$ cat src/rtl/eth_stats_pkg.sv
// Shared types and helpers for the Ethernet frame statistics monitor.
//   stats_mode_e   : which side of the MAC the tap watches (TX or RX)
//   mon_state_e    : frame delimiter state
//   frame_flags_t  : status part of the per-frame record
//   popcount_keep  : number of enabled bytes in a tkeep vector (up to 8 lanes)
package eth_stats_pkg;

  typedef enum logic [0:0] {
    STATS_MODE_TX = 1'b0,
    STATS_MODE_RX = 1'b1
  } stats_mode_e;

  typedef enum logic [0:0] {
    ST_IDLE     = 1'b0,
    ST_IN_FRAME = 1'b1
  } mon_state_e;

  typedef struct packed {
    logic good;
    logic runt;
    logic oversize;
  } frame_flags_t;

  localparam int unsigned KEEP_MAX_W = 8;

  // tkeep is contiguous from bit 0, but counting every bit keeps the helper
  // correct even for a malformed keep pattern.
  function automatic logic [3:0] popcount_keep(input logic [KEEP_MAX_W-1:0] keep);
    logic [3:0] cnt;
    cnt = 4'd0;
    for (int i = 0; i < KEEP_MAX_W; i++) begin
      cnt = cnt + {3'd0, keep[i]};
    end
    return cnt;
  endfunction

endpackage

$ cat src/rtl/eth_stats_totals.sv
// Running totals for completed frames with an atomic snapshot.
// Ports:
//   clk, rst_n          : clock, synchronous active-low reset
//   add_valid_i         : a frame record is valid this cycle
//   add_bytes_i         : byte count of that frame
//   add_bad_i           : that frame was bad
//   snap_req_i          : latch the totals (including this cycle's frame)
//   snap_frames_o       : snapshot of completed frames
//   snap_bytes_o        : snapshot of summed frame bytes
//   snap_bad_o          : snapshot of bad frames
//   snap_valid_o        : one-cycle pulse after snap_req_i
module eth_stats_totals #(
  parameter int unsigned LEN_W         = 16,
  parameter int unsigned CNT_W         = 64,
  parameter int unsigned CLEAR_ON_SNAP = 0
) (
  input  logic             clk,
  input  logic             rst_n,
  input  logic             add_valid_i,
  input  logic [LEN_W-1:0] add_bytes_i,
  input  logic             add_bad_i,
  input  logic             snap_req_i,
  output logic [CNT_W-1:0] snap_frames_o,
  output logic [CNT_W-1:0] snap_bytes_o,
  output logic [CNT_W-1:0] snap_bad_o,
  output logic             snap_valid_o
);

  logic [CNT_W-1:0] frames_q, bytes_q, bad_q;
  logic [CNT_W-1:0] frames_d, bytes_d, bad_d;
  logic [CNT_W-1:0] snap_frames_q, snap_bytes_q, snap_bad_q;
  logic [CNT_W-1:0] snap_frames_d, snap_bytes_d, snap_bad_d;
  logic [CNT_W-1:0] frames_upd_s, bytes_upd_s, bad_upd_s;
  logic             snap_valid_q;

  // Post-update totals; the snapshot takes these so a same-cycle frame is included.
  always_comb begin
    frames_upd_s = frames_q + CNT_W'(add_valid_i);
    bytes_upd_s  = bytes_q + (add_valid_i ? CNT_W'(add_bytes_i) : {CNT_W{1'b0}});
    bad_upd_s    = bad_q + CNT_W'(add_valid_i & add_bad_i);
  end

  // Next live totals and snapshot registers; on clear a same-cycle frame lands
  // only in the snapshot, never in the restarted live totals.
  always_comb begin
    frames_d      = frames_upd_s;
    bytes_d       = bytes_upd_s;
    bad_d         = bad_upd_s;
    snap_frames_d = snap_frames_q;
    snap_bytes_d  = snap_bytes_q;
    snap_bad_d    = snap_bad_q;
    if (snap_req_i) begin
      snap_frames_d = frames_upd_s;
      snap_bytes_d  = bytes_upd_s;
      snap_bad_d    = bad_upd_s;
      if (CLEAR_ON_SNAP != 32'd0) begin
        frames_d = {CNT_W{1'b0}};
        bytes_d  = {CNT_W{1'b0}};
        bad_d    = {CNT_W{1'b0}};
      end else begin
        frames_d = frames_upd_s;
      end
    end else begin
      snap_valid_dummy_guard();
    end
  end

  // Live totals, snapshot registers and snapshot pulse.
  always_ff @(posedge clk) begin
    if (!rst_n) begin
      frames_q      <= {CNT_W{1'b0}};
      bytes_q       <= {CNT_W{1'b0}};
      bad_q         <= {CNT_W{1'b0}};
      snap_frames_q <= {CNT_W{1'b0}};
      snap_bytes_q  <= {CNT_W{1'b0}};
      snap_bad_q    <= {CNT_W{1'b0}};
      snap_valid_q  <= 1'b0;
    end else begin
      frames_q      <= frames_d;
      bytes_q       <= bytes_d;
      bad_q         <= bad_d;
      snap_frames_q <= snap_frames_d;
      snap_bytes_q  <= snap_bytes_d;
      snap_bad_q    <= snap_bad_d;
      snap_valid_q  <= snap_req_i;
    end
  end

  // Empty helper that marks the no-snapshot branch.
  function automatic void snap_valid_dummy_guard();
  endfunction

  assign snap_frames_o = snap_frames_q;
  assign snap_bytes_o  = snap_bytes_q;
  assign snap_bad_o    = snap_bad_q;
  assign snap_valid_o  = snap_valid_q;

endmodule

$ cat src/rtl/eth_frame_stats_monitor.sv
// Passive AXI-Stream tap that delimits Ethernet frames, counts bytes via tkeep,
// flags underrun/error/runt/oversize, emits one record per frame and keeps
// running totals with an atomic snapshot. Never drives the stream.
// Ports:
//   clk, rst_n                        : clock, synchronous active-low reset
//   axis_tready/tvalid/tlast/tkeep    : monitored stream (tkeep contiguous from bit 0)
//   axis_tuser                        : RX error, sampled on the tlast beat (RX mode only)
//   snapshot_req                      : single-cycle pulse, latch totals
//   frame_bytes/good/runt/oversize    : record of the last completed frame
//   frame_valid                       : one-cycle pulse when the record updates
//   snap_frames/bytes/bad, snap_valid : snapshot of the running totals
// LEN_W must be at least 4 so one beat's byte count fits the accumulator.
module eth_frame_stats_monitor
  import eth_stats_pkg::*;
#(
  parameter int unsigned DATA_W        = 8,
  parameter int unsigned MODE          = 0,
  parameter int unsigned LEN_W         = 16,
  parameter int unsigned MIN_LEN       = 64,
  parameter int unsigned MAX_LEN       = 1522,
  parameter int unsigned CNT_W         = 64,
  parameter int unsigned CLEAR_ON_SNAP = 0,
  localparam int unsigned KEEP_W       = DATA_W / 8
) (
  input  logic              clk,
  input  logic              rst_n,
  input  logic              axis_tready,
  input  logic              axis_tvalid,
  input  logic              axis_tlast,
  input  logic [KEEP_W-1:0] axis_tkeep,
  input  logic              axis_tuser,
  input  logic              snapshot_req,
  output logic [LEN_W-1:0]  frame_bytes,
  output logic              frame_good,
  output logic              frame_runt,
  output logic              frame_oversize,
  output logic              frame_valid,
  output logic [CNT_W-1:0]  snap_frames,
  output logic [CNT_W-1:0]  snap_bytes,
  output logic [CNT_W-1:0]  snap_bad,
  output logic              snap_valid
);

  localparam stats_mode_e MODE_E = (MODE == 32'd1) ? STATS_MODE_RX : STATS_MODE_TX;
  localparam logic [LEN_W-1:0]  LEN_SAT = {LEN_W{1'b1}};
  // Thresholds compared at LEN_W+32 bits so a narrow LEN_W never truncates them.
  localparam logic [LEN_W+31:0] MIN_EXT = (LEN_W + 32)'(MIN_LEN);
  localparam logic [LEN_W+31:0] MAX_EXT = (LEN_W + 32)'(MAX_LEN);

  mon_state_e        state_q, state_d;
  logic [LEN_W-1:0]  acc_q, acc_d;
  logic [LEN_W-1:0]  frame_bytes_q;
  frame_flags_t      flags_q, flags_d;
  logic              frame_valid_q;

  logic              beat_s;
  logic              underrun_s;
  logic              end_s;
  logic              good_end_s;
  logic [7:0]        keep_ext_s;
  logic [LEN_W-1:0]  beat_bytes_s;
  logic [LEN_W-1:0]  base_s;
  logic [LEN_W:0]    wide_sum_s;
  logic [LEN_W-1:0]  sum_s;
  logic [LEN_W-1:0]  bytes_end_s;
  logic [LEN_W+31:0] bytes_ext_s;

  assign beat_s     = axis_tready & axis_tvalid;
  assign keep_ext_s = 8'(axis_tkeep);
  // Only TX treats a ready-but-not-valid cycle inside a frame as an underrun.
  assign underrun_s = (MODE_E == STATS_MODE_TX) & (state_q == ST_IN_FRAME) &
                      axis_tready & ~axis_tvalid;

  // Saturating add of this beat's bytes; a fresh frame starts from zero.
  always_comb begin
    beat_bytes_s = LEN_W'(popcount_keep(keep_ext_s));
    base_s       = (state_q == ST_IN_FRAME) ? acc_q : {LEN_W{1'b0}};
    wide_sum_s   = {1'b0, base_s} + {1'b0, beat_bytes_s};
    if (wide_sum_s[LEN_W]) begin
      sum_s = LEN_SAT;
    end else begin
      sum_s = wide_sum_s[LEN_W-1:0];
    end
  end

  // Frame delimiter next-state logic; also decides when a frame ends and how.
  always_comb begin
    state_d     = state_q;
    acc_d       = acc_q;
    end_s       = 1'b0;
    good_end_s  = 1'b1;
    bytes_end_s = acc_q;
    case (state_q)
      ST_IDLE, ST_IN_FRAME: begin
        if (beat_s) begin
          if (axis_tlast) begin
            end_s       = 1'b1;
            bytes_end_s = sum_s;
            good_end_s  = (MODE_E == STATS_MODE_RX) ? ~axis_tuser : 1'b1;
            state_d     = ST_IDLE;
            acc_d       = {LEN_W{1'b0}};
          end else begin
            state_d = ST_IN_FRAME;
            acc_d   = sum_s;
          end
        end else if (underrun_s) begin
          // Underrun closes the frame with the bytes seen so far.
          end_s       = 1'b1;
          bytes_end_s = acc_q;
          good_end_s  = 1'b0;
          state_d     = ST_IDLE;
          acc_d       = {LEN_W{1'b0}};
        end else begin
          state_d = state_q;
        end
      end
      default: begin
        state_d = ST_IDLE;
        acc_d   = {LEN_W{1'b0}};
      end
    endcase
  end

  // Record flags for the frame that ends this cycle (saturated count is compared).
  always_comb begin
    bytes_ext_s      = (LEN_W + 32)'(bytes_end_s);
    flags_d.good     = good_end_s;
    flags_d.runt     = (bytes_ext_s < MIN_EXT);
    flags_d.oversize = (MAX_LEN != 32'd0) && (bytes_ext_s > MAX_EXT);
  end

  // Delimiter state and byte accumulator.
  always_ff @(posedge clk) begin
    if (!rst_n) begin
      state_q <= ST_IDLE;
      acc_q   <= {LEN_W{1'b0}};
    end else begin
      state_q <= state_d;
      acc_q   <= acc_d;
    end
  end

  // Per-frame record, loaded the cycle after the ending beat and held until the next.
  always_ff @(posedge clk) begin
    if (!rst_n) begin
      frame_bytes_q <= {LEN_W{1'b0}};
      flags_q       <= '{good: 1'b1, runt: 1'b0, oversize: 1'b0};
      frame_valid_q <= 1'b0;
    end else begin
      frame_valid_q <= end_s;
      if (end_s) begin
        frame_bytes_q <= bytes_end_s;
        flags_q       <= flags_d;
      end
    end
  end

  // Totals consume the record in the cycle it is presented.
  eth_stats_totals #(
    .LEN_W         (LEN_W),
    .CNT_W         (CNT_W),
    .CLEAR_ON_SNAP (CLEAR_ON_SNAP)
  ) u_totals (
    .clk           (clk),
    .rst_n         (rst_n),
    .add_valid_i   (frame_valid_q),
    .add_bytes_i   (frame_bytes_q),
    .add_bad_i     (~flags_q.good),
    .snap_req_i    (snapshot_req),
    .snap_frames_o (snap_frames),
    .snap_bytes_o  (snap_bytes),
    .snap_bad_o    (snap_bad),
    .snap_valid_o  (snap_valid)
  );

  assign frame_bytes    = frame_bytes_q;
  assign frame_good     = flags_q.good;
  assign frame_runt     = flags_q.runt;
  assign frame_oversize = flags_q.oversize;
  assign frame_valid    = frame_valid_q;

endmodule

$ cat config.mk
export PLATFORM = sky130hd
export DESIGN_NAME = eth_frame_stats_monitor
export DESIGN_NICKNAME = d
export VERILOG_FILES = /design/src/rtl/eth_stats_pkg.sv /design/src/rtl/eth_stats_totals.sv /design/src/rtl/eth_frame_stats_monitor.sv
export SDC_FILE = /design/constraint.sdc
export NUM_CORES = 1
export LEC_CHECK = 0
export ABC_AREA = 1
export ABC_CLOCK_PERIOD_IN_PS = 3400
export BUFFER_PORTS_ARGS = -buffer_cell sky130_fd_sc_hd__buf_2
export CORE_MARGIN = 2
export CORE_UTILIZATION = 36
export CTS_BUF_LIST = sky130_fd_sc_hd__clkbuf_4 sky130_fd_sc_hd__clkbuf_8
export CTS_CLUSTER_DIAMETER = 120
export DETAILED_ROUTE_END_ITERATION = 10
export HOLD_SLACK_MARGIN = 0.02
export SETUP_SLACK_MARGIN = 0.15
export SLEW_MARGIN = 20
export SYNTH_ARGS = -nofsm -noshare
export SYNTH_HDL_FRONTEND = slang
export SYNTH_HIERARCHICAL = 1
export SYNTH_SLANG_ARGS = --single-unit
$ cat constraint.sdc
create_clock -name clk -period 3.4 [get_ports clk]
set_clock_uncertainty 0.2 [all_clocks]
set_input_delay 0.34 -clock clk [delete_from_list [all_inputs] [get_ports clk]]
set_output_delay 0.34 -clock clk [all_outputs]
set_load 0.005 [all_outputs]
## Word level (Yosys, flattened, before mapping)

Cells that the tools add are included.

- Input port bits: 8
- Output and inout port bits: 213
- Bits in registers: 422
- Word-level logic and storage cells: 43

- $lt $le $gt $ge: 2
- Add/sub/neg operators: 4
- Reduce and logical (&&, ||, !) cells: 1
- Muxes and demuxes: 16
- Bitwise operators: 6

Operators with widths:

| operator | count |
|---|---|
| 64-bit adder | 2 |
| 16-bit two-way mux | 8 |
| 64-bit by 1-bit adder with 64-bit output | 1 |
| 16-bit by 1-bit adder with 17-bit output | 1 |
| 16-bit by 11-bit greater-than comparator with 1-bit output, second input constant | 1 |
| 16-bit by 7-bit < comparator with 1-bit output, second input constant | 1 |
| 1-bit two-way mux | 8 |
| 1-bit bitwise AND | 4 |
| 1-bit NOT | 2 |
| 2-bit nonzero test | 1 |

## Longest topological paths before layout

Gate-level depths: netlist of run 1.

- Depth after elaboration: 6
- Gate-level depth with buffers: 20
- Mapped depth without buffers: 18

## Hierarchy

The synthesis of run 1 kept the hierarchy.

By module, submodules not included:

| module | instances | area each (um^2) | cells an instance | sequential area each (um^2) |
|---|---|---|---|---|
| eth_stats_totals | 1 | 19376.1 | 2949 | 7707.4 |
| eth_frame_stats_monitor | 1 | 2462.4 | 411 | 740.7 |

## Least setup slack after synthesis of run 1

No wires, ideal clock.

- Path kind: reg2reg
- Start point: register frame_valid_q, in the netlist frame_valid
- End point: register u_totals.snap_bytes_q[20], in the netlist u_totals/snap_bytes_o[20]
- Arrival: 2.332 ns
- Library setup time: 0.109 ns
- Path slack: 0.759 ns
- Period minus slack after synthesis: 2.641 ns
- Buffers on the path: 2
- Stages on the path, launching flop included: 17
- Path through: dfxtp_1 -> clkbuf_1 -> clkbuf_1 -> nand2_1 -> inv_1 -> ha_1 -> fa_1 -> nand3_1 -> nand3_1 -> nand3_1 -> nand3_1 -> nand2_1 -> nand2_1 -> xnor2_1 -> nand2_1 -> nand2_1 -> inv_1

- Longest elaborated chain between the ends: 2

Ends and longest elaborated chain:

| item | RTL line | source |
|---|---|---|
| start: declaration | eth_frame_stats_monitor.sv:54 | `logic frame_valid_q;` |
| start signal: assignment | eth_frame_stats_monitor.sv:150 | `frame_valid_q <= end_s;` |
| 16-bit two-way mux | eth_stats_totals.sv:39 | `bytes_upd_s = bytes_q + (add_valid_i ? CNT_W'(add_bytes_i) : {CNT_W{1'b0}});` |
| 64-bit adder | eth_stats_totals.sv:39 |  |
| end signal: assignment | eth_stats_totals.sv:75 | `snap_bytes_q <= {CNT_W{1'b0}};` |
| end signal: assignment | eth_stats_totals.sv:83 | `snap_bytes_q <= snap_bytes_d;` |
| end: declaration | eth_stats_totals.sv:31 | `logic [CNT_W-1:0] snap_frames_q, snap_bytes_q, snap_bad_q;` |

No other way between the ends.
A chain may end at the register's enable or synchronous reset.

## Worst setup path in the final report of run 1

- Start point: register frame_valid_q, in the netlist frame_valid
- End point: register u_totals.snap_bytes_q[16], in the netlist u_totals/snap_bytes_o[16]

Same word-level chain as after synthesis.

==> results.txt, run 1 <==
Worst Setup End Kind: flop
total grt overflow: 0
Synth top area share: 38.68%
met3 Use GR: 4.936%
Crit Path Class: flop to flop
Syn. warnings: 6
first-pass GRT wire length: 111.0 mm
relative slew slack: 24.13%
commonest cells after routing, fill and taps aside: nand2_1, inv_1, nor2_1
level count of the clock H-tree: 3
Internal: 8.448 mW
initial DRC count: 1,549
site row count: 90
PD cells: 436.5 nW/µm²
register area: 8449 µm²
DR vias/cell: 4.820
Setup Viol. Count Final: 0
Post-Route Utilization: 42.49%
Post-Synth Adder-Cell Area: 1.352%
Sw Share: 24.25%
Fin Setup TNS: 0 ns
Post-Place Cells: 4,282
critical path peak fanout: 16
CTS clk-pin slew, worst paths: 0.06 ns
clk buf depth: 3
Max Freq: 345.2 MHz
Synth Instances: 3,360
Mean Syn Cell Area: 6.500 µm²
worst vdd ir: 288.6 µV
share of cells above drive strength 1: 12.56%
non-filler instance count after layout: 4,429
Hold Path Class: flop to flop
clock latency on the worst-skew pair: 0.67 ns
Post-Syn Area: 21,840 µm²
minimum clock period after layout: 2.897 ns
Leak: 11.97 nW
worst r2r src: frame_valid$_SDFF_PN0_
Synth Area in Compound Gates: 8.325%
GR Util met2: 35.41%
flop2flop setup slack: 0.50 ns
final net count: 3,618
critical hold path startpoint: frame_runt$_SDFFE_PN0P_
met1 Usage GRT: 30.13%
CTS Buf Count: 78
Routed Antenna Nets: 0
RSZ-0062 raised after global routing: no
Fin Hold WS: 0.2710 ns
Die Height: 250.3 µm
leading area contributor after synthesis: dfxtp_1
routed vias: 21,350
mux cell area share after synthesis: 0%
largest family of logic cells by synthesized area: simple AND/OR/NAND/NOR gates
Core Region: 60,130 µm²
ys flop type: dfxtp_1
CP required: 3.68 ns
Post-synth EDFFs: 0
FF+latch count, synth: 422
I/O pins: 221
Comb pwr share: 5.6%
FILL cells: 6,493
multi-input logic area: 10,950 µm²
startpoint types: flop
post-synthesis sequential area ratio: 38.68%
Total Power Consumption: 11.15 mW
CTS Sinks: 422
final WL: 70.75 mm
outcome: finished clean
drt pass-1 iters: 7
crit-path max cell delay: 0.44 ns
Area Growth Syn to Fin: 16.99%
Worst path slowest cell: fa_1
Slew @ Worst Pin: 1.135 ns
Most common cell on crit path: nand2_1
post-synth cell types: 42
Tcrit/Tclk final: 85.21%
Post-Synth XOR/XNOR Area: 3.289%
largest net degree at the start of global routing: 156
Pins Over Slew Limit: 0
IO buf count: 219
DP HPWL: 54.05 mm
post-DR wirelength/cell: 15.98 µm
net count after synthesis: 3,391
Worst EP arrival: 3.18 ns
top post-synthesis cells by area: dfxtp_1, nand2_1, inv_1
switching pwr: 2.705 mW
async set or reset register ratio after synthesis: 0%
all-layer global routing usage: 22.36%
Post-CTS Setup Bufs: 0
power share of the clock group: 48.4%
Hold Vio Cnt, Final: 0
Root Driver: clkbuf_8
part of the power in registers: 46.0%
Initial Util: 36.32%
most crowded layer after global routing: met2
antenna violations before repair: 1
routability congestion estimate from global placement: 0.9451
Die ar.: 62,650 µm²
commonest non-fill, non-tap cell in the layout: nand2_1
Simple-Gate Fraction of Synth Area: 37.14%
Die Width: 250.3 µm
DRC viols: 0
TritonCTS clock tree: built
CP startpoint: frame_valid$_SDFF_PN0_
critical path, cell by cell: nand2_1 -> inv_1 -> ha_1 -> fa_1 -> nand3_1 -> nand3_1 -> nand2_1 -> nand3_1 -> nand2_1 -> nand2_1 -> xnor2_1 -> o21ai_0
max-capacitance violation count: 0
vias in the first global route: 20,010
## per-layer routing
layer | up-vias | wire length [µm]
met2 | 545 | 31130
met4 | 0 | 1790
met5 | - | 0
met1 | 9626 | 33110
li1 | 11070 | -
met3 | 112 | 4727
## sequential cells by signal (all words and copies together) (netlist names)
signal	count
u_totals/snap_bytes_o	64
u_totals/frames_q	64
frame_good	1
frame_valid	1
u_totals/bad_q	64
u_totals/bytes_q	64
frame_oversize	1
state_q	1
acc_q	16
u_totals/snap_bad_o	64
frame_runt	1
u_totals/snap_valid_o	1
frame_bytes	16
u_totals/snap_frames_o	64
## final timing paths
path	endpoint	cells past startpoint
min	frame_runt$_SDFFE_PN0P_	2
min reg2reg	frame_runt$_SDFFE_PN0P_	2
max	u_totals/snap_bytes_o[16]$_SDFFE_PN0P_	12
max reg2reg	u_totals/snap_bytes_o[16]$_SDFFE_PN0P_	12
## power by group through the flow
stage	clock [mW]	combinational, mW	sequential (mW)
finish	5.39	0.626	5.13
global route	5.78	0.707	5.14
CTS	5.56	0.638	5.13
detailed placement	0	0.628	5.24
global placement	0	0.629	5.24
floorplan	0	0.352	5.24
## final cells by class
cell class | instances | share of cell area, %
antenna | 1 | 0.009794
clock buffer | 124 | 6.166
clock inverter | 15 | 0.6366
inverter | 541 | 7.987
multi-input combinational | 2295 | 42.87
sequential | 422 | 33.07
tap | 782 | 3.830
timing repair buffer | 249 | 5.436
## through the flow
stage | setup WS (ns) | cell area (µm²)
finish | 0.5029 | 25550
global route | 0.2473 | 25550
CTS | 0.3333 | 25540
detailed placement | 0.3550 | 23730
global placement | 0.4111 | 23730
floorplan | 0.7593 | 21840
## repair_timing
action / in CTS / in global routing
hold buffers: 7 / 0
hold endpoints to repair: 44 / 0
gates resized for setup: 0 / 2
setup endpoints to repair: 0 / 8
## logic make-up (layout without fill, tap and decap cells)
logic type | Yosys count | count (layout)
other cells | 0 | 1
simple gates | 1870 | 1870
xor+xnor | 82 | 82
buf+inv | 643 | 929
flops | 422 | 422
compound gates | 320 | 320
fa+ha+maj | 23 | 23
## worst max-delay path: cells and delay by family (launching register included)
kind / cells / cell delay (ns)
AO/OA/AOI/OAI: 1 / 0.10
XOR/XNOR: 1 / 0.30
adder cells (fa/ha/maj): 2 / 0.64
buffers and inverters: 1 / 0.04
flip-flops: 1 / 0.40
AND/OR/NAND/NOR: 7 / 1.03
## cells in the mapped netlist, types with 7 or more instances
library cell,number
a21oi_1,141
buf_1,7
clkbuf_1,88
dfxtp_1,422
ha_1,22
inv_1,531
inv_2,8
nand2_1,822
nand2_2,13
nand3_1,272
nand3_2,8
nand3b_1,15
nand4_1,81
nor2_1,511
nor2_2,8
nor2_4,10
nor3_1,94
o211ai_1,78
o21ai_0,77
o21ai_1,16
or2_1,9
or2_2,10
xnor2_1,36
xor2_1,46
Note: power is estimated with default switching activity, not from simulation.
==> inputs of run 2 (changes only) <==
Settings changed: ABC_AREA 1 to default, BUFFER_PORTS_ARGS -buffer_cell sky130_fd_sc_hd__buf_2 to -buffer_cell sky130_fd_sc_hd__clkbuf_2, CORE_UTILIZATION 36 to 57, PLACE_DENSITY from default to 0.78.
==> results.txt, run 2 <==
net count after synthesis: 2,157 (-36%)
IO buf count: 219 (unchanged)
post-DR wirelength/cell: 16.67 µm (+4.3%)
Die ar.: 33,650 µm² (-46%)
final WL: 46.41 mm (-34%)
critical hold path startpoint: axis_tkeep
top post-synthesis cells by area: dfxtp_1, nor2_1, xnor2_1
RSZ-0062 raised after global routing: yes
TritonCTS clock tree: built
CTS Buf Count: 69 (-12%)
worst r2r src: frame_valid$_SDFF_PN0_
DRC viols: 0 (unchanged)
worst vdd ir: 340.5 µV (+18%)
Hold Vio Cnt, Final: 0 (unchanged)
clock latency on the worst-skew pair: 0.58 ns (-0.09 ns)
share of cells above drive strength 1: 18.14% (+5.6 points)
Root Driver: clkbuf_8
initial DRC count: 1,155 (-25%)
Post-synth top cells: dfxtp_1, nor2_1, a21oi_1, o21ai_0, nand2_1
CTS Sinks: 422 (unchanged)
Routed Antenna Nets: 0 (unchanged)
WP buf/inv: 2 (+1)
post-synthesis sequential area ratio: 46.04% (+7.4 points)
Synth top area share: 46.04% (+7.4 points)
Slew @ Worst Pin: 0.9135 ns (-0.2218 ns)
max-capacitance violation count: 0 (unchanged)
DP HPWL: 31.50 mm (-42%)
Synth Instances: 2,126 (-37%)
site row count: 65 (-28%)
Crit Path Class: flop to flop
Die Width: 183.4 µm (-27%)
async set or reset register ratio after synthesis: 0% (unchanged)
final net count: 2,356 (-35%)
outcome: finished clean
Post-synth EDFFs: 0 (unchanged)
top-count cell post-synth: dfxtp_1
delay-heaviest family, CP: compound AO/OA/AOI/OAI gates
Most common cell on crit path: buf_4
Syn. warnings: 6 (unchanged)
Area Growth Syn to Fin: 16.89% (about the same)
Die Height: 183.4 µm (-27%)
slack of the critical path: 0.2712 ns (-0.2317 ns)
I/O pins: 221 (unchanged)
critical path, cell by cell: buf_4 -> and2_1 -> ha_1 -> nand4_1 -> o221ai_2 -> o2111ai_1 -> buf_4 -> a2111oi_1 -> xnor2_1 -> a21oi_1
Worst EP arrival: 3.37 ns (+0.19 ns)
Initial Util: 58.01% (+22 points)
FF+latch count, synth: 422 (unchanged)
relative slew slack: 38.54% (+14 points)
post-synth cell types: 85 (+100%)
PD cells: 485.0 nW/µm² (+11%)
level count of the clock H-tree: 3 (unchanged)
commonest non-fill, non-tap cell in the layout: dfxtp_1
all-layer global routing usage: 26.85% (+4.5 points)
critical path peak fanout: 15 (-1)
Tcrit/Tclk final: 92.02% (+6.8 points)
clk buf depth: 3 (unchanged)
ys flop type: dfxtp_1
routed vias: 16,270 (-24%)
routability congestion estimate from global placement: 0.8799 (-6.9%)
minimum clock period after layout: 3.129 ns (+0.2317 ns)
Setup Viol. Count Final: 0 (unchanged)
first-pass GRT wire length: 75.00 mm (-32%)
Worst path slowest cell: a2111oi_1
startpoint types: flop
CP startpoint: frame_valid$_SDFF_PN0_
post-placement setup slack: 0.04556 ns (-0.3094 ns)
Max Freq: 319.6 MHz (-7.4%)
vias in the first global route: 15,250 (-24%)
drt pass-1 iters: 5 (-2)
CTS clk-pin slew, worst paths: 0.06 ns (about the same)
commonest cells after routing, fill and taps aside: dfxtp_1, nor2_1, clkbuf_2
Pins Over Slew Limit: 0 (unchanged)
Leak: 8.287 nW (-31%)
crit-path max cell delay: 0.46 ns (+0.02 ns)
DR vias/cell: 5.844 (+21%)
ant diodes: 0 (-1)
total grt overflow: 0 (unchanged)
Fin Setup TNS: 0 ns (unchanged)
Hold Path Class: input port to flop
Mean Syn Cell Area: 8.632 µm² (+33%)
Post-Syn Area: 18,350 µm² (-16%)
Worst Setup End Kind: flop
leading area contributor after synthesis: dfxtp_1
antenna violations before repair: 0 (-1)
CP required: 3.64 ns (-0.04 ns)
largest net degree at the start of global routing: 111 (-29%)
Core Region: 31,640 µm² (-47%)
[run 2: worst paths after layout]
kind                                                               end  slack, ns  cells past startpoint
worst max-delay path            u_totals/snap_bytes_o[60]$_SDFFE_PN0P_       0.27                     10
worst min-delay path                             acc_q[0]$_SDFFE_PN0P_       0.10                      4
worst max register to register  u_totals/snap_bytes_o[60]$_SDFFE_PN0P_       0.27                     10
worst min register to register  u_totals/snap_bytes_o[15]$_SDFFE_PN0P_       0.27                      2
[run 2: cell type report]
cell class / instances / area (µm²)
Tap cell: 402 / 503.0
Clock buffer: 114 / 1394
Timing Repair Buffer: 263 / 1489
Clock inverter: 14 / 150.1
Inverter: 32 / 125.1
Sequential cell: 422 / 8448
Multi-Input combinational cell: 1537 / 9343
Fill cell: 2580 / 10180
[run 2: cell families (layout without fill, tap and decap cells)]
| family | Yosys count | count (layout) | synth area share [%] |
|---|---|---|---|
| flip-flops | 422 | 422 | 46.04 |
| AO/OA/AOI/OAI | 493 | 493 | 16.15 |
| XOR/XNOR | 174 | 174 | 8.304 |
| multiplexers | 24 | 24 | 1.316 |
| buffers and inverters | 167 | 423 | 3.586 |
| AND/OR/NAND/NOR | 823 | 823 | 23.00 |
| adder cells (fa/ha/maj) | 23 | 23 | 1.609 |
[run 2: what timing repair did]
item / in CTS / in global routing
pin swaps: 0 / 1
hold buffers: 5 / 0
hold endpoints to repair: 28 / 0
setup buffers: 1 / 3
gates resized for setup: 5 / 13
setup endpoints to repair: 14 / 40
[run 2: per-layer routing]
layer / vias to the layer above / wire, µm / track usage, %
met4: 0 / 1141 / 9.792
met3: 85 / 3690 / 6.517
met2: 556 / 21080 / 42.82
li1: 7940 / - / -
met5: - / 0 / 0.1481
met1: 7688 / 20500 / 35.44
[run 2: per-stage QoR]
| stage | std cells | utilization, % | power (mW) | area, µm² | hold WS [ns] |
|---|---|---|---|---|---|
| 3_5_place_dp | 2647 | 62.43 | 5.685 | 19750 | 0.2625 |
| 4_1_cts | 2781 | 67.57 | 10.49 | 21380 | 0.07499 |
| 3_3_place_gp | 2647 | 62.43 | 5.671 | 19750 | 0.2591 |
| 5_1_grt | 2784 | 67.81 | 10.79 | 21450 | 0.1121 |
| 2_1_floorplan | 2126 | - | 5.486 | 18370 | 0.2487 |
| 6_report | 2784 | 67.81 | 10.40 | 21450 | 0.1004 |
[run 2: tightest hold or removal path, stage by stage]
cell      delay (ns)
clkbuf_2        0.09
ha_1            0.15
o21ai_0         0.10
a21boi_0        0.14
[run 2: where the power goes]
| part | total [mW] | switching, mW | internal (mW) | leakage, nW |
|---|---|---|---|---|
| logic | 0.468 | 0.296 | 0.171 | 4.04 |
| clock network | 4.82 | 2.05 | 2.77 | 0.821 |
| registers | 5.12 | 0.0625 | 5.05 | 3.43 |
==> inputs of run 3 (changes only) <==
Settings changed: BUFFER_PORTS_ARGS -buffer_cell sky130_fd_sc_hd__clkbuf_2 to -buffer_cell sky130_fd_sc_hd__buf_2.
==> results.txt, run 3 (synthesis gave the netlist of run 2 again) <==
outcome: finished clean
CP required: 3.67 ns (+0.03 ns)
Comb pwr share: 4.6% (about the same)
I/O pins: 221 (unchanged)
drt pass-1 iters: 7 (+2)
ant diodes: 0 (unchanged)
first-pass GRT wire length: 75.52 mm (+0.69%)
Core Region: 31,640 µm² (unchanged)
crit-path max cell delay: 0.45 ns (about the same)
Initial Util: 58.01% (unchanged)
total grt overflow: 0 (unchanged)
WP buf/inv: 2 (unchanged)
post-DR wirelength/cell: 16.75 µm (+0.50%)
Post-Place Cells: 2,649 (+0.076%)
clock latency on the worst-skew pair: 0.61 ns (+0.03 ns)
initial DRC count: 1,235 (+6.9%)
site row count: 65 (unchanged)
clk buf depth: 3 (unchanged)
Area Growth Syn to Fin: 16.29%
largest net degree at the start of global routing: 124 (+12%)
post-placement setup slack: 0.1279 ns (+0.08234 ns)
routed vias: 16,300 (+0.21%)
slack of the critical path: 0.2727 ns (+0.001441 ns)
Max Freq: 319.8 MHz (about the same)
Setup Viol. Count Final: 0 (unchanged)
CTS clk-pin slew, worst paths: 0.06 ns (about the same)
Hold Path Class: input port to flop
minimum clock period after layout: 3.127 ns (-0.001441 ns)
non-filler instance count after layout: 2,776 (-0.29%)
startpoint types: flop
Leak: 8.355 nW (+0.82%)
DRC viols: 0 (unchanged)
routability congestion estimate from global placement: 0.9187 (+4.4%)
Critical Path Stages: 10 (unchanged)
final WL: 46.51 mm (+0.22%)
power share of the clock group: 45.5% (-0.8 points)
all-layer global routing usage: 27.16% (+0.31 points)
worst vdd ir: 364.2 µV (+7.0%)
antenna violations before repair: 0 (unchanged)
hold depth: 4 (unchanged)
Routed Antenna Nets: 0 (unchanged)
final net count: 2,357 (+0.042%)
commonest non-fill, non-tap cell in the layout: dfxtp_1
critical path peak fanout: 15 (unchanged)
TritonCTS clock tree: built
Worst path slowest cell: a2111oi_2
part of the power in registers: 49.9% (+0.7 points)
vias in the first global route: 15,210 (-0.26%)
commonest cells after routing, fill and taps aside: dfxtp_1, nor2_1, buf_2
Tcrit/Tclk final: 91.98% (about the same)
max-capacitance violation count: 0 (unchanged)
Hold Vio Cnt, Final: 0 (unchanged)
r2r worst-path depth: 10 (unchanged)
Final Cell Area: 21,340 µm² (-0.51%)
IO buf count: 219 (unchanged)
CTS Sinks: 422 (unchanged)
Most common cell on crit path: buf_4
Slew @ Worst Pin: 0.7681 ns (-0.1453 ns)
DP HPWL: 30.95 mm (-1.8%)
Worst EP arrival: 3.40 ns (+0.03 ns)
Die Width: 183.4 µm (unchanged)
FILL cells: 2,532 (-1.9%)
Pins Over Slew Limit: 0 (unchanged)
relative slew slack: 48.32% (+9.8 points)
switching pwr: 2.412 mW (about the same)
Worst Setup End Kind: flop
Internal: 7.832 mW (-2.0%)
Die Height: 183.4 µm (unchanged)
critical path, cell by cell: buf_4 -> and2_1 -> ha_2 -> o21ai_0 -> a2111oi_2 -> o311ai_2 -> buf_4 -> nor4b_1 -> xnor2_1 -> a21oi_1
CTS Buf Count: 71 (+2.9%)
Placed Area: 19,780 µm² (+0.14%)
DR vias/cell: 5.873 (+0.50%)
PD cells: 480.0 nW/µm² (-1.0%)
level count of the clock H-tree: 3 (unchanged)
delay-heaviest family, CP: compound AO/OA/AOI/OAI gates
Sw Share: 23.54% (+0.37 points)
share of cells above drive strength 1: 17.82% (-0.32 points)
Fin Setup TNS: 0 ns (unchanged)
Crit Path Class: flop to flop
RSZ-0062 raised after global routing: yes
Die ar.: 33,650 µm² (unchanged)
Root Driver: clkbuf_8
==> run 3: final timing paths <==
path / startpoint / slack (ns) / endpoint
setup / recovery: frame_valid$_SDFF_PN0_ / 0.27 / u_totals/snap_bytes_o[50]$_SDFFE_PN0P_
hold / removal: axis_tkeep / 0.05 / acc_q[0]$_SDFFE_PN0P_
setup reg to reg: frame_valid$_SDFF_PN0_ / 0.27 / u_totals/snap_bytes_o[50]$_SDFFE_PN0P_
hold reg to reg: frame_runt$_SDFFE_PN0P_ / 0.26 / frame_runt$_SDFFE_PN0P_
==> run 3: per-stage QoR <==
stage	utilization [%]	hold WS [ns]	power (mW)
global route	67.46	0.08227	10.60
floorplan	-	0.2487	5.486
finish	67.46	0.04911	10.24
CTS	67.28	0.02495	10.33
detailed placement	62.52	0.2528	5.684
global placement	62.52	0.2410	5.670
==> run 3: routing by layer <==
layer,wire [µm],up-vias,track usage [%]
li1,-,7940,-
met1,20820,7721,35.84
met2,21260,555,43.82
met3,3417,87,6.716
met4,1006,0,8.672
met5,0,-,0
==> run 3: layout make-up <==
| cell class | count | area [µm²] | share of cell area, % |
|---|---|---|---|
| clock inverter | 21 | 206.4 | 0.9673 |
| inverter | 32 | 125.1 | 0.5863 |
| sequential | 422 | 8448 | 39.58 |
| multi-input combinational | 1537 | 9320 | 43.67 |
| timing repair buffer | 262 | 1494 | 7.000 |
| clock buffer | 100 | 1245 | 5.833 |
| tap | 402 | 503.0 | 2.357 |
==> run 3: timing repair <==
action	CTS	global route
resized for setup	1	11
setup buffers	0	1
hold buffers	5	0
setup endpoints to repair	3	60
pin swaps	0	1
endpoints found under the hold margin	61	0
==> run 3: power by group through the flow <==
stage / clock, mW / sequential [mW] / combinational, mW
detailed placement: 0 / 5.22 / 0.464
finish: 4.66 / 5.11 / 0.472
global route: 4.96 / 5.12 / 0.525
global placement: 0 / 5.22 / 0.453
CTS: 4.75 / 5.11 / 0.472
floorplan: 0 / 5.22 / 0.264
==> run 3: worst min-delay path, cell delays in order <==
cell      delay, ns
buf_2          0.10
ha_1           0.15
o21ai_0        0.08
a21boi_0       0.14
